`config.mk`:
```
export PLATFORM = sky130hd
export DESIGN_NAME = ex_mem_stage_buf_flat
export DESIGN_NICKNAME = d
export VERILOG_FILES = /design/src/rtl/ex_mem_stage_buf_if.sv /design/src/rtl/ex_mem_stage_buf.sv /design/src/flat_wrapper.sv
export SDC_FILE = /design/constraint.sdc
export NUM_CORES = 1
export LEC_CHECK = 0
export ABC_AREA = 1
export CAP_MARGIN = 10
export CORE_AREA = 10 10 181 183
export CTS_BUF_LIST = sky130_fd_sc_hd__clkbuf_8
export DETAILED_ROUTE_END_ITERATION = 10
export DIE_AREA = 0 0 191 193
export PLACE_DENSITY = 0.91
export SLEW_MARGIN = 20
export SYNTH_ARGS = -nofsm -noshare
export SYNTH_HDL_FRONTEND = slang
export SYNTH_SLANG_ARGS = --single-unit
export TNS_END_PERCENT = 100
```
`constraint.sdc`:
```
create_clock -name clk -period 9.61 [get_ports clk]
set_clock_uncertainty 0.05 [all_clocks]
set_input_delay 1.4415 -clock clk [delete_from_list [all_inputs] [get_ports clk]]
set_output_delay 1.4415 -clock clk [all_outputs]
set_load 0.03 [all_outputs]
```
`src/rtl/ex_mem_stage_buf_if.sv`:
```
// ---------------------------------------------------------------------------
// ex_mem_stage_buf_if
//   Valid/ready bus used on both sides of the EX->MEM stage register.
//   One instance carries EX -> stage traffic; a second carries stage -> MEM.
//
//   Signals
//     valid       producer has a valid instruction on the bus
//     ready       consumer accepts this cycle
//     wm          write/memory control bits      (WM_W)
//     alu_result  ALU result / memory address    (XLEN)
//     store_data  forwarded store data           (XLEN)
//     rd          destination register number    (REG_W)
//
//   Modports
//     master  drives valid and the payload; samples ready
//     slave   samples valid and the payload; drives ready
// ---------------------------------------------------------------------------
interface ex_mem_stage_buf_if #(
  parameter int XLEN  = 64,
  parameter int REG_W = 5,
  parameter int WM_W  = 5
) ();

  logic             valid;
  logic             ready;
  logic [WM_W-1:0]  wm;
  logic [XLEN-1:0]  alu_result;
  logic [XLEN-1:0]  store_data;
  logic [REG_W-1:0] rd;

  modport master (
    output valid,
    output wm,
    output alu_result,
    output store_data,
    output rd,
    input  ready
  );

  modport slave (
    input  valid,
    input  wm,
    input  alu_result,
    input  store_data,
    input  rd,
    output ready
  );

endinterface : ex_mem_stage_buf_if

```
`src/rtl/ex_mem_stage_buf.sv`:
```
// ---------------------------------------------------------------------------
// ex_mem_stage_buf
//   EX->MEM pipeline stage register with valid/ready flow control, flush
//   (bubble injection) and an optional 2-entry skid buffer. Sustains one
//   transfer per clock.
//
//   Parameters
//     XLEN        width of alu_result / store_data
//     REG_W       width of the destination register number
//     WM_W        width of the write/memory control field
//     SKID        1: main + skid entry, in_ready comes from state only
//                 0: single entry, in_ready = ~main_valid | out_ready
//     ZERO_BUBBLE 1: out payload forced to zero while out_valid = 0
//                 0: out payload shows the last value held in main
//
//   Ports
//     clk        rising-edge clock
//     rst        asynchronous active-high reset
//     flush      drop every held entry and any same-cycle accept
//     in_bus     EX side   (slave modport: valid/payload in, ready out)
//     out_bus    MEM side  (master modport: valid/payload out, ready in)
//     occupancy  number of entries held (0, 1, or 2 with SKID=1)
// ---------------------------------------------------------------------------
module ex_mem_stage_buf #(
  parameter int XLEN        = 64,
  parameter int REG_W       = 5,
  parameter int WM_W        = 5,
  parameter bit SKID        = 1'b1,
  parameter bit ZERO_BUBBLE = 1'b1
) (
  input  logic               clk,
  input  logic               rst,
  input  logic               flush,
  ex_mem_stage_buf_if.slave  in_bus,
  ex_mem_stage_buf_if.master out_bus,
  output logic [1:0]         occupancy
);

  // One held instruction: every field travels bit-exact.
  typedef struct packed {
    logic [WM_W-1:0]  wm;
    logic [XLEN-1:0]  alu_result;
    logic [XLEN-1:0]  store_data;
    logic [REG_W-1:0] rd;
  } payload_t;

  // EMPTY: nothing held; ONE: main valid; TWO: main and skid valid.
  // TWO is only reachable when SKID=1.
  typedef enum logic [1:0] {
    S_EMPTY = 2'd0,
    S_ONE   = 2'd1,
    S_TWO   = 2'd2
  } state_t;

  state_t   state_r;
  state_t   state_nxt_s;
  payload_t main_r;
  payload_t skid_r;
  payload_t in_payload_s;

  logic main_valid_s;
  logic skid_valid_s;
  logic in_ready_s;
  logic accept_s;
  logic deliver_s;
  logic load_main_in_s;
  logic load_main_skid_s;
  logic load_skid_s;

  assign in_payload_s = '{
    wm:         in_bus.wm,
    alu_result: in_bus.alu_result,
    store_data: in_bus.store_data,
    rd:         in_bus.rd
  };

  assign main_valid_s = (state_r != S_EMPTY);
  assign skid_valid_s = (state_r == S_TWO);

  // Ready toward EX: SKID=1 depends only on state (no path from out_ready);
  // SKID=0 may take a new entry in the same cycle the old one leaves.
  always_comb begin
    in_ready_s = 1'b0;
    if (SKID) begin
      in_ready_s = (state_r != S_TWO);
    end else begin
      in_ready_s = (state_r == S_EMPTY) || out_bus.ready;
    end
  end

  assign accept_s  = in_bus.valid && in_ready_s;
  assign deliver_s = main_valid_s && out_bus.ready;

  // Next-state and payload load strobes; flush wins over every transfer.
  always_comb begin
    state_nxt_s      = state_r;
    load_main_in_s   = 1'b0;
    load_main_skid_s = 1'b0;
    load_skid_s      = 1'b0;
    if (flush) begin
      state_nxt_s = S_EMPTY;
    end else begin
      case (state_r)
        S_EMPTY: begin
          if (accept_s) begin
            load_main_in_s = 1'b1;
            state_nxt_s    = S_ONE;
          end else begin
            state_nxt_s    = S_EMPTY;
          end
        end
        S_ONE: begin
          if (deliver_s && accept_s) begin
            load_main_in_s = 1'b1;
            state_nxt_s    = S_ONE;
          end else if (deliver_s) begin
            state_nxt_s    = S_EMPTY;
          end else if (accept_s && SKID) begin
            // Main is stalled: park the newcomer in the skid entry.
            load_skid_s    = 1'b1;
            state_nxt_s    = S_TWO;
          end else begin
            state_nxt_s    = S_ONE;
          end
        end
        S_TWO: begin
          if (deliver_s) begin
            load_main_skid_s = 1'b1;
            state_nxt_s      = S_ONE;
          end else begin
            state_nxt_s      = S_TWO;
          end
        end
        default: begin
          state_nxt_s = S_EMPTY;
        end
      endcase
    end
  end

  // State register.
  always_ff @(posedge clk or posedge rst) begin
    if (rst) begin
      state_r <= S_EMPTY;
    end else begin
      state_r <= state_nxt_s;
    end
  end

  // Main payload: loads from EX on accept or from skid when skid drains.
  always_ff @(posedge clk or posedge rst) begin
    if (rst) begin
      main_r <= '0;
    end else if (load_main_in_s) begin
      main_r <= in_payload_s;
    end else if (load_main_skid_s) begin
      main_r <= skid_r;
    end else begin
      main_r <= main_r;
    end
  end

  // Skid payload: loads only when main is stalled and a new entry arrives.
  always_ff @(posedge clk or posedge rst) begin
    if (rst) begin
      skid_r <= '0;
    end else if (load_skid_s) begin
      skid_r <= in_payload_s;
    end else begin
      skid_r <= skid_r;
    end
  end

  assign in_bus.ready = in_ready_s;
  assign out_bus.valid = main_valid_s;

  // Outputs are decoded from registers only; with ZERO_BUBBLE an empty
  // stage presents an all-zero NOP so MEM performs no writes.
  always_comb begin
    if (ZERO_BUBBLE && !main_valid_s) begin
      out_bus.wm         = '0;
      out_bus.alu_result = '0;
      out_bus.store_data = '0;
      out_bus.rd         = '0;
    end else begin
      out_bus.wm         = main_r.wm;
      out_bus.alu_result = main_r.alu_result;
      out_bus.store_data = main_r.store_data;
      out_bus.rd         = main_r.rd;
    end
  end

  assign occupancy = {1'b0, main_valid_s} + {1'b0, skid_valid_s};

endmodule : ex_mem_stage_buf

```
`src/flat_wrapper.sv`:
```
// flat-port wrapper written by rule: the top's interface ports become plain ports
module ex_mem_stage_buf_flat 
#(
  parameter int XLEN        = 64,
  parameter int REG_W       = 5,
  parameter int WM_W        = 5,
  parameter bit SKID        = 1'b1,
  parameter bit ZERO_BUBBLE = 1'b1
)
  (clk, rst, flush, occupancy, in_bus_valid, in_bus_wm, in_bus_alu_result, in_bus_store_data, in_bus_rd, in_bus_ready, out_bus_valid, out_bus_wm, out_bus_alu_result, out_bus_store_data, out_bus_rd, out_bus_ready);
  ex_mem_stage_buf_if #(.XLEN(XLEN), .REG_W(REG_W), .WM_W(WM_W)) in_bus_i ();
  ex_mem_stage_buf_if #(.XLEN(XLEN), .REG_W(REG_W), .WM_W(WM_W)) out_bus_i ();
  input  logic clk;
  input  logic rst;
  input  logic flush;
  output logic [1:0] occupancy;
  input wire logic [$bits(in_bus_i.valid)-1:0] in_bus_valid;
  input wire logic [$bits(in_bus_i.wm)-1:0] in_bus_wm;
  input wire logic [$bits(in_bus_i.alu_result)-1:0] in_bus_alu_result;
  input wire logic [$bits(in_bus_i.store_data)-1:0] in_bus_store_data;
  input wire logic [$bits(in_bus_i.rd)-1:0] in_bus_rd;
  output wire logic [$bits(in_bus_i.ready)-1:0] in_bus_ready;
  output wire logic [$bits(out_bus_i.valid)-1:0] out_bus_valid;
  output wire logic [$bits(out_bus_i.wm)-1:0] out_bus_wm;
  output wire logic [$bits(out_bus_i.alu_result)-1:0] out_bus_alu_result;
  output wire logic [$bits(out_bus_i.store_data)-1:0] out_bus_store_data;
  output wire logic [$bits(out_bus_i.rd)-1:0] out_bus_rd;
  input wire logic [$bits(out_bus_i.ready)-1:0] out_bus_ready;
  assign in_bus_i.valid = in_bus_valid;
  assign in_bus_i.wm = in_bus_wm;
  assign in_bus_i.alu_result = in_bus_alu_result;
  assign in_bus_i.store_data = in_bus_store_data;
  assign in_bus_i.rd = in_bus_rd;
  assign in_bus_ready = in_bus_i.ready;
  assign out_bus_valid = out_bus_i.valid;
  assign out_bus_wm = out_bus_i.wm;
  assign out_bus_alu_result = out_bus_i.alu_result;
  assign out_bus_store_data = out_bus_i.store_data;
  assign out_bus_rd = out_bus_i.rd;
  assign out_bus_i.ready = out_bus_ready;
  ex_mem_stage_buf #(.XLEN(XLEN), .REG_W(REG_W), .WM_W(WM_W), .SKID(SKID), .ZERO_BUBBLE(ZERO_BUBBLE)) u_core (.clk(clk), .rst(rst), .flush(flush), .in_bus(in_bus_i), .out_bus(out_bus_i), .occupancy(occupancy));
endmodule
```
==> out/metrics.csv, run 1 <==
metric;value;unit
first-pass GRT wire length;65830;microns
number of detailed-route iterations in the first pass;5;
Worst setup EP type;register;
Worst Slack Setup Final;4.633;ns
Synth async-reset ratio;100.0;%
die area;36860;sq um
crit-path max FO;165;
dpl hpwl;25500;microns
Final GP Congestion;0.8234;
Synth top area share;49.14;%
Yosys reg bits;278;
Clk pin slew, worst setup/hold paths;0.06;ns
cts bufs inserted;47;
layout cells sized above 1;4.543;%
Port Buf Inserts;284;
Yosys cell types;23;
Critical Path Start Type;input pin;
final hold violation count;0;
hold_buf cts;0;
# rows;63;
Initial Util;48.41;%
Mapped Cells;1959;
Setup CP Type;in -> reg;
CP Data Required Time;9.98;ns
vias in the first global route;13423;
TritonCTS clock tree;yes;
VDD IR-drop max;0.1199;mV
reg2reg start;u_core.state_r[0]$_DFF_PP0_;
remaining global-route overflow;0;
Max Clk Rate;200.9;MHz
Min-Delay Path Class;reg -> reg;
Post-synth EDFFs;0;
Cell Area, Synth;14160;sq um
Mapped Nets;2104;
hold path endpoint;u_core.skid_r[0]$_DFFE_PP0P_;
Tightest Pin Transition;1.101;ns
Tot GR Track Use;21.32;%
vias per cell;5.135;
I/O pin cnt;285;
Die Wd;191;microns
Tmin final;4.977;ns
leak pwr;9.443;nW
Die H;193;microns
P&R area growth vs syn;27.18;%
largest net degree at the start of global routing;166;
Max-slew headroom;26.57;%
max-slew violation count;0;
H-tree depth;2;
most frequent cell after synthesis;inv_1;
wire per inst;15.52;microns
dpl ws;4.248;ns
Final TNS setup;0;ns
remaining antenna violation count;0;
hold depth;2;
Routed WL;40270;microns
status;complete, no violations;
RSZ-0062 raised after global routing;false;
Core Util, Final;61.57;%
final period utilization;51.79;%
synth warn;0;
r2r setup slk;4.75;ns
HP Start;u_core.skid_r[0]$_DFFE_PP0P_;
Synth top cells by count;inv_1, nand2_1, dfrtp_1;
CORE AREA;29240;sq um
Root Driver;clkbuf_8;
post-CTS setup buffers;0;
overall power;3.846;mW
cell area after layout;18000;sq um
DR iter-0 viols;1462;
top cells by area, synth;dfrtp_1, inv_1, nand2_1;
fin cells;2594;
largest area contributor in the netlist;dfrtp_1;
fillers;2408;
vias post-DR;13320;
drt drc;0;
Worst-Skew Late Latency;0.55;ns
Final setup viols;0;
CTS Sinks;278;
fin nets;2311;
register area share after synthesis;49.14;%
power per cell area;213.6;nW/um^2
Worst R2R End;u_core.main_r[41]$_DFFE_PP0P_;
Register-to-Register Path Depth;9;
CTS max path bufs;3;
initial antenna violation count;3;
Min Hold Slack;0.4337;ns
max_cap viols;0;
area post-placement;17000;sq um
predominant post-synthesis flop cell;dfrtp_1;
CTS resizes;0;
placed insts;2506;
Post-Syn Area per Cell;7.227;sq um
crit path DAT;5.35;ns
## layout make-up
type / instances / area [sq um] / area share (%)
multi-input combinational: 1121 / 5031 / 27.94
clock inverter: 20 / 88.84 / 0.4934
sequential: 278 / 6957 / 38.64
inverter: 424 / 1602 / 8.895
timing repair buffer: 294 / 2950 / 16.39
clock buffer: 64 / 880.8 / 4.892
antenna: 3 / 7.507 / 0.04170
tap: 390 / 488.0 / 2.710
## sequential cells by signal (all words and copies together), names as in the netlist
name            flops
u_core.state_r      2
u_core.main_r     138
u_core.skid_r     138
## where the power goes
group / switching, mW / total [mW] / leakage, nW / internal, mW
Combinational: 0.656 / 1.08 / 5.51 / 0.423
Sequential: 0.189 / 1.70 / 3.38 / 1.51
Clock: 0.478 / 1.07 / 0.555 / 0.592
Total: 1.32 / 3.85 / 9.44 / 2.52
## per-layer routing
metal | GRT usage, % | routed length [microns] | up-vias
met1 | 25.99 | 15930 | 6296
met2 | 34.80 | 19360 | 544
met5 | 0 | 0 | -
li1 | - | - | 6360
met3 | 4.838 | 2947 | 120
met4 | 11.33 | 2032 | 0
## kinds of logic (layout without fill, tap and decap cells)
| kind of cell | count (synthesis) | in the layout | share of synthesized area [%] |
|---|---|---|---|
| compound gates | 278 | 278 | 10.13 |
| flops | 278 | 278 | 49.14 |
| fa+ha+maj | 2 | 2 | 0.1767 |
| other cells | 0 | 3 | 0 |
| buf+inv | 560 | 802 | 15.56 |
| simple gates | 841 | 841 | 24.99 |
## worst max-delay path: stages
cell and delay [ns]:
clkdlybuf4s50_1 0.51, inv_1 0.13, nor2_1 0.07, ha_1 0.19, nand3_1 0.12, nand2_4 0.39, nand2_8 0.86, buf_4 0.97
o21ai_0 0.28, nand2_1 0.14, nand2_1 0.06
## cell usage in the layout (no fill, tap or decap), types with 3 or more instances in the layout
cell type	netlist	final
clkinv_2	0	4
o21ai_1	48	48
o21ai_0	218	218
nand3_1	277	277
o21ai_2	10	10
dfrtp_1	278	278
buf_4	3	6
clkbuf_8	0	64
diode_2	0	3
nand2_1	417	417
inv_1	422	435
nor2_1	140	140
clkdlybuf4s50_1	0	284
## how the worst max path moves through the flow
stage | from | to | slack, ns | cells after the start
3_5_place_dp | out_bus_ready | u_core.main_r[41]$_DFFE_PP0P_ | 4.25 | 11
5_1_grt | out_bus_ready | u_core.main_r[41]$_DFFE_PP0P_ | 4.48 | 11
3_3_place_gp | out_bus_ready | u_core.main_r[125]$_DFFE_PP0P_ | 4.35 | 11
6_report | out_bus_ready | u_core.main_r[41]$_DFFE_PP0P_ | 4.63 | 11
2_1_floorplan | rst | u_core.main_r[0]$_DFFE_PP0P_ | 0.45 | 1
4_1_cts | u_core.state_r[0]$_DFF_PP0_ | u_core.main_r[124]$_DFFE_PP0P_ | 4.26 | 9
No activity file was read; power rests on OpenSTA's default activity.
==> run 2: changes to the inputs <==
--- a/config.mk
+++ b/config.mk
@@ -7,11 +7,11 @@
 export LEC_CHECK = 0
 export ABC_AREA = 1
 export CAP_MARGIN = 10
-export CORE_AREA = 10 10 181 183
+export CORE_AREA = 10 10 173 175
 export CTS_BUF_LIST = sky130_fd_sc_hd__clkbuf_8
 export DETAILED_ROUTE_END_ITERATION = 10
-export DIE_AREA = 0 0 191 193
-export PLACE_DENSITY = 0.91
+export DIE_AREA = 0 0 183 185
+export PLACE_DENSITY = 0.95
 export SLEW_MARGIN = 20
 export SYNTH_ARGS = -nofsm -noshare
 export SYNTH_HDL_FRONTEND = slang
==> constraint.sdc (replaced) <==
create_clock -name clk -period 4.72 [get_ports clk]
set_clock_uncertainty 0.05 [all_clocks]
set_input_delay 0.708 -clock clk [delete_from_list [all_inputs] [get_ports clk]]
set_output_delay 0.708 -clock clk [all_outputs]
set_load 0.03 [all_outputs]
==> run 2 against run 1 <==
  * Clock power increased by 92%
  * Sequential share of layout area about the same
  * Highest routed layer unchanged
  * Total power increased by 100%
  * Critical endpoint is now out_bus_rd[2]
  * Register-to-register slack got worse by 3.1 ns
  * First-iteration DRC count decreased by 3.1%
  * Utilization increased by 6.3 points
  * Global-route usage increased by 2.7 points
==> out/metrics.csv, run 2 (synthesis gave the netlist of run 1 again) <==
metric;value;unit
slowest CP cell;clkdlybuf4s50_1;
Max-slew headroom;35.79;%
routed length on met2;20110;microns
post-CTS setup buffers;0;
Worst setup EP type;primary output;
P&R area growth vs syn;27.32;%
DR iter-0 viols;1417;
largest registers;u_core.main_r (138), u_core.skid_r (138), u_core.state_r (2);
Die Wd;183;microns
initial antenna violation count;4;
CP Data Required Time;3.96;ns
drt drc;0;
VDD IR-drop max;0.2236;mV
HP Start;u_core.skid_r[0]$_DFFE_PP0P_;
hold depth;2;
fillers;2046;
crit-path max cell delay;0.65;ns
CTS max path bufs;3;
Register-to-Register Path Depth;9;
DR top layer;met4;
placed insts;2465;
max_cap viols;0;
leak pwr;9.488;nW
final period utilization;71.30;%
r2r setup slk;1.67;ns
first-pass GRT wire length;68100;microns
RSZ-0062 raised after global routing;false;
cell chain of the critical path;nor2_4, buf_12, nor2_1, clkdlybuf4s50_1;
dpl hpwl;26340;microns
Root Driver;clkbuf_8;
crit path DAT;2.61;ns
status;complete, no violations;
met1 wire length;15760;microns
Final setup viols;0;
CORE AREA;26580;sq um
CTS Sinks;278;
hold path endpoint;u_core.skid_r[0]$_DFFE_PP0P_;
max-slew violation count;0;
Tot GR Track Use;24.00;%
Final TNS setup;0;ns
Setup CP Type;reg -> out;
cell area after layout;18020;sq um
Critical Path Start Type;register;
TritonCTS clock tree;yes;
vias in the first global route;13916;
final hold violation count;0;
# rows;60;
largest net degree at the start of global routing;143;
WL met3;3308;microns
vias per cell;5.331;
power per cell area;430.5;nW/um^2
Min-Delay Path Class;reg -> reg;
fin nets;2317;
fin cells;2548;
most frequent cells in the layout;inv_1, nand2_1, clkdlybuf4s50_1, dfrtp_1, nand3_1;
layout cells sized above 1;4.448;%
Routed WL;41300;microns
Worst-Skew Late Latency;0.54;ns
crit-path max FO;140;
area post-placement;17130;sq um
Core Util, Final;67.82;%
number of detailed-route iterations in the first pass;6;
remaining antenna violation count;0;
overall power;7.759;mW
wire per inst;16.21;microns
most common cell after layout, fill and taps aside;inv_1;
Final GP Congestion;0.8578;
Clk pin slew, worst setup/hold paths;0.07;ns
reg2reg start;u_core.state_r[0]$_DFF_PP0_;
remaining global-route overflow;0;
die area;33860;sq um
Tightest Pin Transition;0.9612;ns
CTS resizes;0;
hold_buf cts;0;
vias post-DR;13584;
Tmin final;3.365;ns
I/O pin cnt;285;
Die H;185;microns
Initial Util;53.27;%
Max Clk Rate;297.2;MHz
Worst R2R End;u_core.main_r[117]$_DFFE_PP0P_;
Port Buf Inserts;284;
cts bufs inserted;46;
H-tree depth;2;
-- run 2: changes by cell type in the layout (fill, tap and decap cells not counted), sizes merged --
cell / previous run / this run
buf: 10 / 17
bufinv: 0 / 1
clkbuf: 64 / 55
clkinvlp: 1 / 2
diode: 3 / 4
inv: 439 / 441
-- run 2: worst max-delay path by stage --
stage / slack, ns / startpoint / end
finish: 1.35 / u_core.state_r[0]$_DFF_PP0_ / out_bus_rd[2]
floorplan: 0.28 / rst / u_core.main_r[0]$_DFFE_PP0P_
CTS: 1.33 / u_core.state_r[0]$_DFF_PP0_ / out_bus_rd[2]
global route: 1.23 / u_core.state_r[0]$_DFF_PP0_ / out_bus_rd[2]
detailed placement: 1.39 / out_bus_ready / u_core.main_r[38]$_DFFE_PP0P_
global placement: 1.52 / out_bus_ready / u_core.main_r[41]$_DFFE_PP0P_
-- run 2: cell type report --
cell class              count  area (sq um)  area share (%)
repair buffers            301          3120           17.31
diodes                      4         10.01         0.05553
multi-input cells        1121          5031           27.91
clock inverters            24         125.1          0.6942
clock buffers              55         757.0           4.200
flip-flops and latches    278          6957           38.59
well taps                 341         426.7           2.367
inverters                 424          1598           8.864
-- run 2: layer usage --
metal | vias to the layer above | GRT usage, %
li1 | 6370 | -
met1 | 6428 | 28.43
met2 | 664 | 39.85
met3 | 122 | 5.447
met4 | 0 | 13.15
met5 | - | 0
-- run 2: critical path: cells and delay by family (launching register included) --
family / cells / cell delay [ns]
simple gates: 2 / 0.39
buf+inv: 2 / 1.11
flops: 1 / 0.49
-- run 2: power breakdown --
part	internal, mW	switching, mW
clock network	1.10	0.952
logic	0.872	1.36
registers	3.07	0.399
-- run 2: per-stage QoR --
step                hold slack (ns)  setup slack, ns
finish                       0.4329            1.355
floorplan                    0.4030           0.2827
CTS                          0.4376            1.325
global route                 0.4537            1.230
detailed placement           0.4226            1.388
global placement             0.4149            1.520
==> run 3: changes to the inputs <==
==> constraint.sdc (replaced) <==
create_clock -name clk -period 3.5 [get_ports clk]
set_clock_uncertainty 0.05 [all_clocks]
set_input_delay 0.525 -clock clk [delete_from_list [all_inputs] [get_ports clk]]
set_output_delay 0.525 -clock clk [all_outputs]
set_load 0.03 [all_outputs]
==> run 3 against run 2 <==
  * Setup slack worse by 0.78 ns
  * Combinational power is 35% higher
  * Die area is the same
  * Sequential power is 35% higher
  * Non-clock buffer count rose by 9
  * Final cell count is essentially flat
  * Count of clock-buffer cells in the layout rose by 1
  * Total power rose by 35%
  * Via count barely moved
  * Sequential share of layout area decreased by 0.13 points
  * Utilization rose by 0.22 points
  * Critical endpoint is now out_bus_alu_result[42]
  * Critical path depth did not move
==> out/metrics.csv, run 3 (synthesis gave the netlist of run 1 again) <==
metric;value;unit
remaining global-route overflow;0;
vias post-DR;13576;
Clk pin slew, worst setup/hold paths;0.06;ns
Combinational Power Share;28.9;%
Max-slew headroom;38.11;%
Worst setup EP type;primary output;
Min Hold Slack;0.4323;ns
crit path DAT;2.35;ns
max-slew violation count;0;
Min-Delay Path Class;reg -> reg;
Die Wd;183;microns
area of the multi-input gates;5031;sq um
Tot GR Track Use;23.77;%
Critical Path Start Type;register;
Root Driver;clkbuf_8;
vias per cell;5.326;
wire per inst;16.08;microns
fin nets;2326;
sequential cell area;6957;sq um
Reg power frac;44.7;%
Worst Slack Setup Final;0.5761;ns
most frequent cells in the layout;inv_1, nand2_1, clkdlybuf4s50_1, dfrtp_1, nand3_1;
H-tree depth;2;
post-CTS setup buffers;0;
Setup CP Type;reg -> out;
dpl ws;0.4918;ns
leak pwr;9.502;nW
Die H;185;microns
drt drc;0;
largest net degree at the start of global routing;172;
Worst-Skew Late Latency;0.54;ns
Net Sw Frac;34.68;%
layout cells sized above 1;4.807;%
most common cell after layout, fill and taps aside;inv_1;
Final setup viols;0;
crit-path max cell delay;0.62;ns
Clk network pwr share;26.4;%
Max Clk Rate;342.0;MHz
VDD IR-drop max;0.3384;mV
CP Data Required Time;2.92;ns
final period utilization;83.54;%
Initial Util;53.27;%
Internal Pwr Total;6.825;mW
remaining antenna violation count;0;
I/O pin cnt;285;
die area;33860;sq um
max_cap viols;0;
first-pass GRT wire length;67220;microns
CP delay by family, top;buffers and inverters;
CP bufs+invs;2;
CORE AREA;26580;sq um
final hold violation count;0;
fillers;1946;
CTS Sinks;278;
initial antenna violation count;2;
Routed WL;40980;microns
vias in the first global route;13892;
CTS resizes;0;
crit-path max FO;77;
Tmin final;2.924;ns
P&R area growth vs syn;27.73;%
power per cell area;577.8;nW/um^2
number of detailed-route iterations in the first pass;5;
largest registers;u_core.main_r (138), u_core.skid_r (138), u_core.state_r (2);
dpl hpwl;26390;microns
slowest CP cell;clkdlybuf4s50_1;
Final TNS setup;0;ns
RSZ-0062 raised after global routing;false;
cell chain of the critical path;nor2_4, buf_12, nor2_1, clkdlybuf4s50_1;
Tightest Pin Transition;0.9283;ns
CTS max path bufs;3;
Final GP Congestion;0.8298;
cts bufs inserted;46;
hold_buf cts;0;
Port Buf Inserts;284;
DR iter-0 viols;1332;
TritonCTS clock tree;yes;
status;complete, no violations;
# rows;60;
Net Sw Power;3.624;mW
[run 3: cell count changes in the layout (fill, tap and decap cells not counted)]
cell      change
clkinv_2      -2
buf_12        +1
inv_1         -6
diode_2       -1
clkbuf_8      +1
buf_4         +8
[run 3: power by group through the flow]
| stage | Clock (mW) | Combinational [mW] | Sequential, mW |
|---|---|---|---|
| 2_1_floorplan | 0 | 1.99 | 4.56 |
| 3_3_place_gp | 0 | 2.84 | 4.64 |
| 3_5_place_dp | 0 | 3.00 | 4.70 |
| 4_1_cts | 2.81 | 3.04 | 4.66 |
| 5_1_grt | 2.96 | 3.40 | 4.77 |
| 6_report | 2.75 | 3.02 | 4.68 |
[run 3: final cells by class]
cell class	count	area share, %
inverters	424	8.836
diodes	3	0.04151
clock inverters	16	0.5120
multi-input cells	1121	27.82
repair buffers	310	17.70
well taps	341	2.359
clock buffers	56	4.262
flip-flops and latches	278	38.47
[run 3: stage by stage]
step | utilization, % | power, mW | area (sq um) | std cells
CTS | 68.02 | 10.51 | 18080 | 2546
detailed placement | 64.77 | 7.701 | 17210 | 2474
finish | 68.05 | 10.45 | 18080 | 2549
floorplan | - | 6.544 | 14160 | 1959
global placement | 64.77 | 7.481 | 17210 | 2474
global route | 68.03 | 11.13 | 18080 | 2547
[run 3: metal layers]
| metal | vias to the layer above | wire length [microns] | part of all wire [%] | track usage (%) |
|---|---|---|---|---|
| li1 | 6389 | - | - | - |
| met1 | 6326 | 15400 | 38 | 26.71 |
| met2 | 684 | 19570 | 48 | 39.79 |
| met3 | 177 | 3367 | 8.2 | 5.897 |
| met4 | 0 | 2647 | 6.5 | 15.28 |
| met5 | - | 0 | 0 | 0 |
[run 3: worst register-to-register path: stages (launching register included)]
cell	delay [ns]
dfrtp_1	0.46
inv_2	0.08
nor2_4	0.15
nor2_1	0.09
ha_1	0.21
nand3_1	0.12
nand2_4	0.11
nand2_8	0.08
buf_4	0.71
o21ai_0	0.34
nand2_1	0.17
nand2_1	0.08
[run 3: path summary, 6_finish.rpt]
path / startpoint / end / slack, ns / cells after the start
setup reg to reg: u_core.state_r[1]$_DFF_PP0_ / u_core.main_r[85]$_DFFE_PP0P_ / 0.75 / 11
setup / recovery: u_core.state_r[0]$_DFF_PP0_ / out_bus_alu_result[42] / 0.58 / 4
min in group asynchronous: rst / u_core.skid_r[32]$_DFFE_PP0P_ / 0.45 / 3
max in group asynchronous: rst / u_core.main_r[43]$_DFFE_PP0P_ / 2.28 / 4
hold / removal: u_core.skid_r[2]$_DFFE_PP0P_ / u_core.skid_r[2]$_DFFE_PP0P_ / 0.43 / 2
hold reg to reg: u_core.skid_r[2]$_DFFE_PP0P_ / u_core.skid_r[2]$_DFFE_PP0P_ / 0.43 / 2
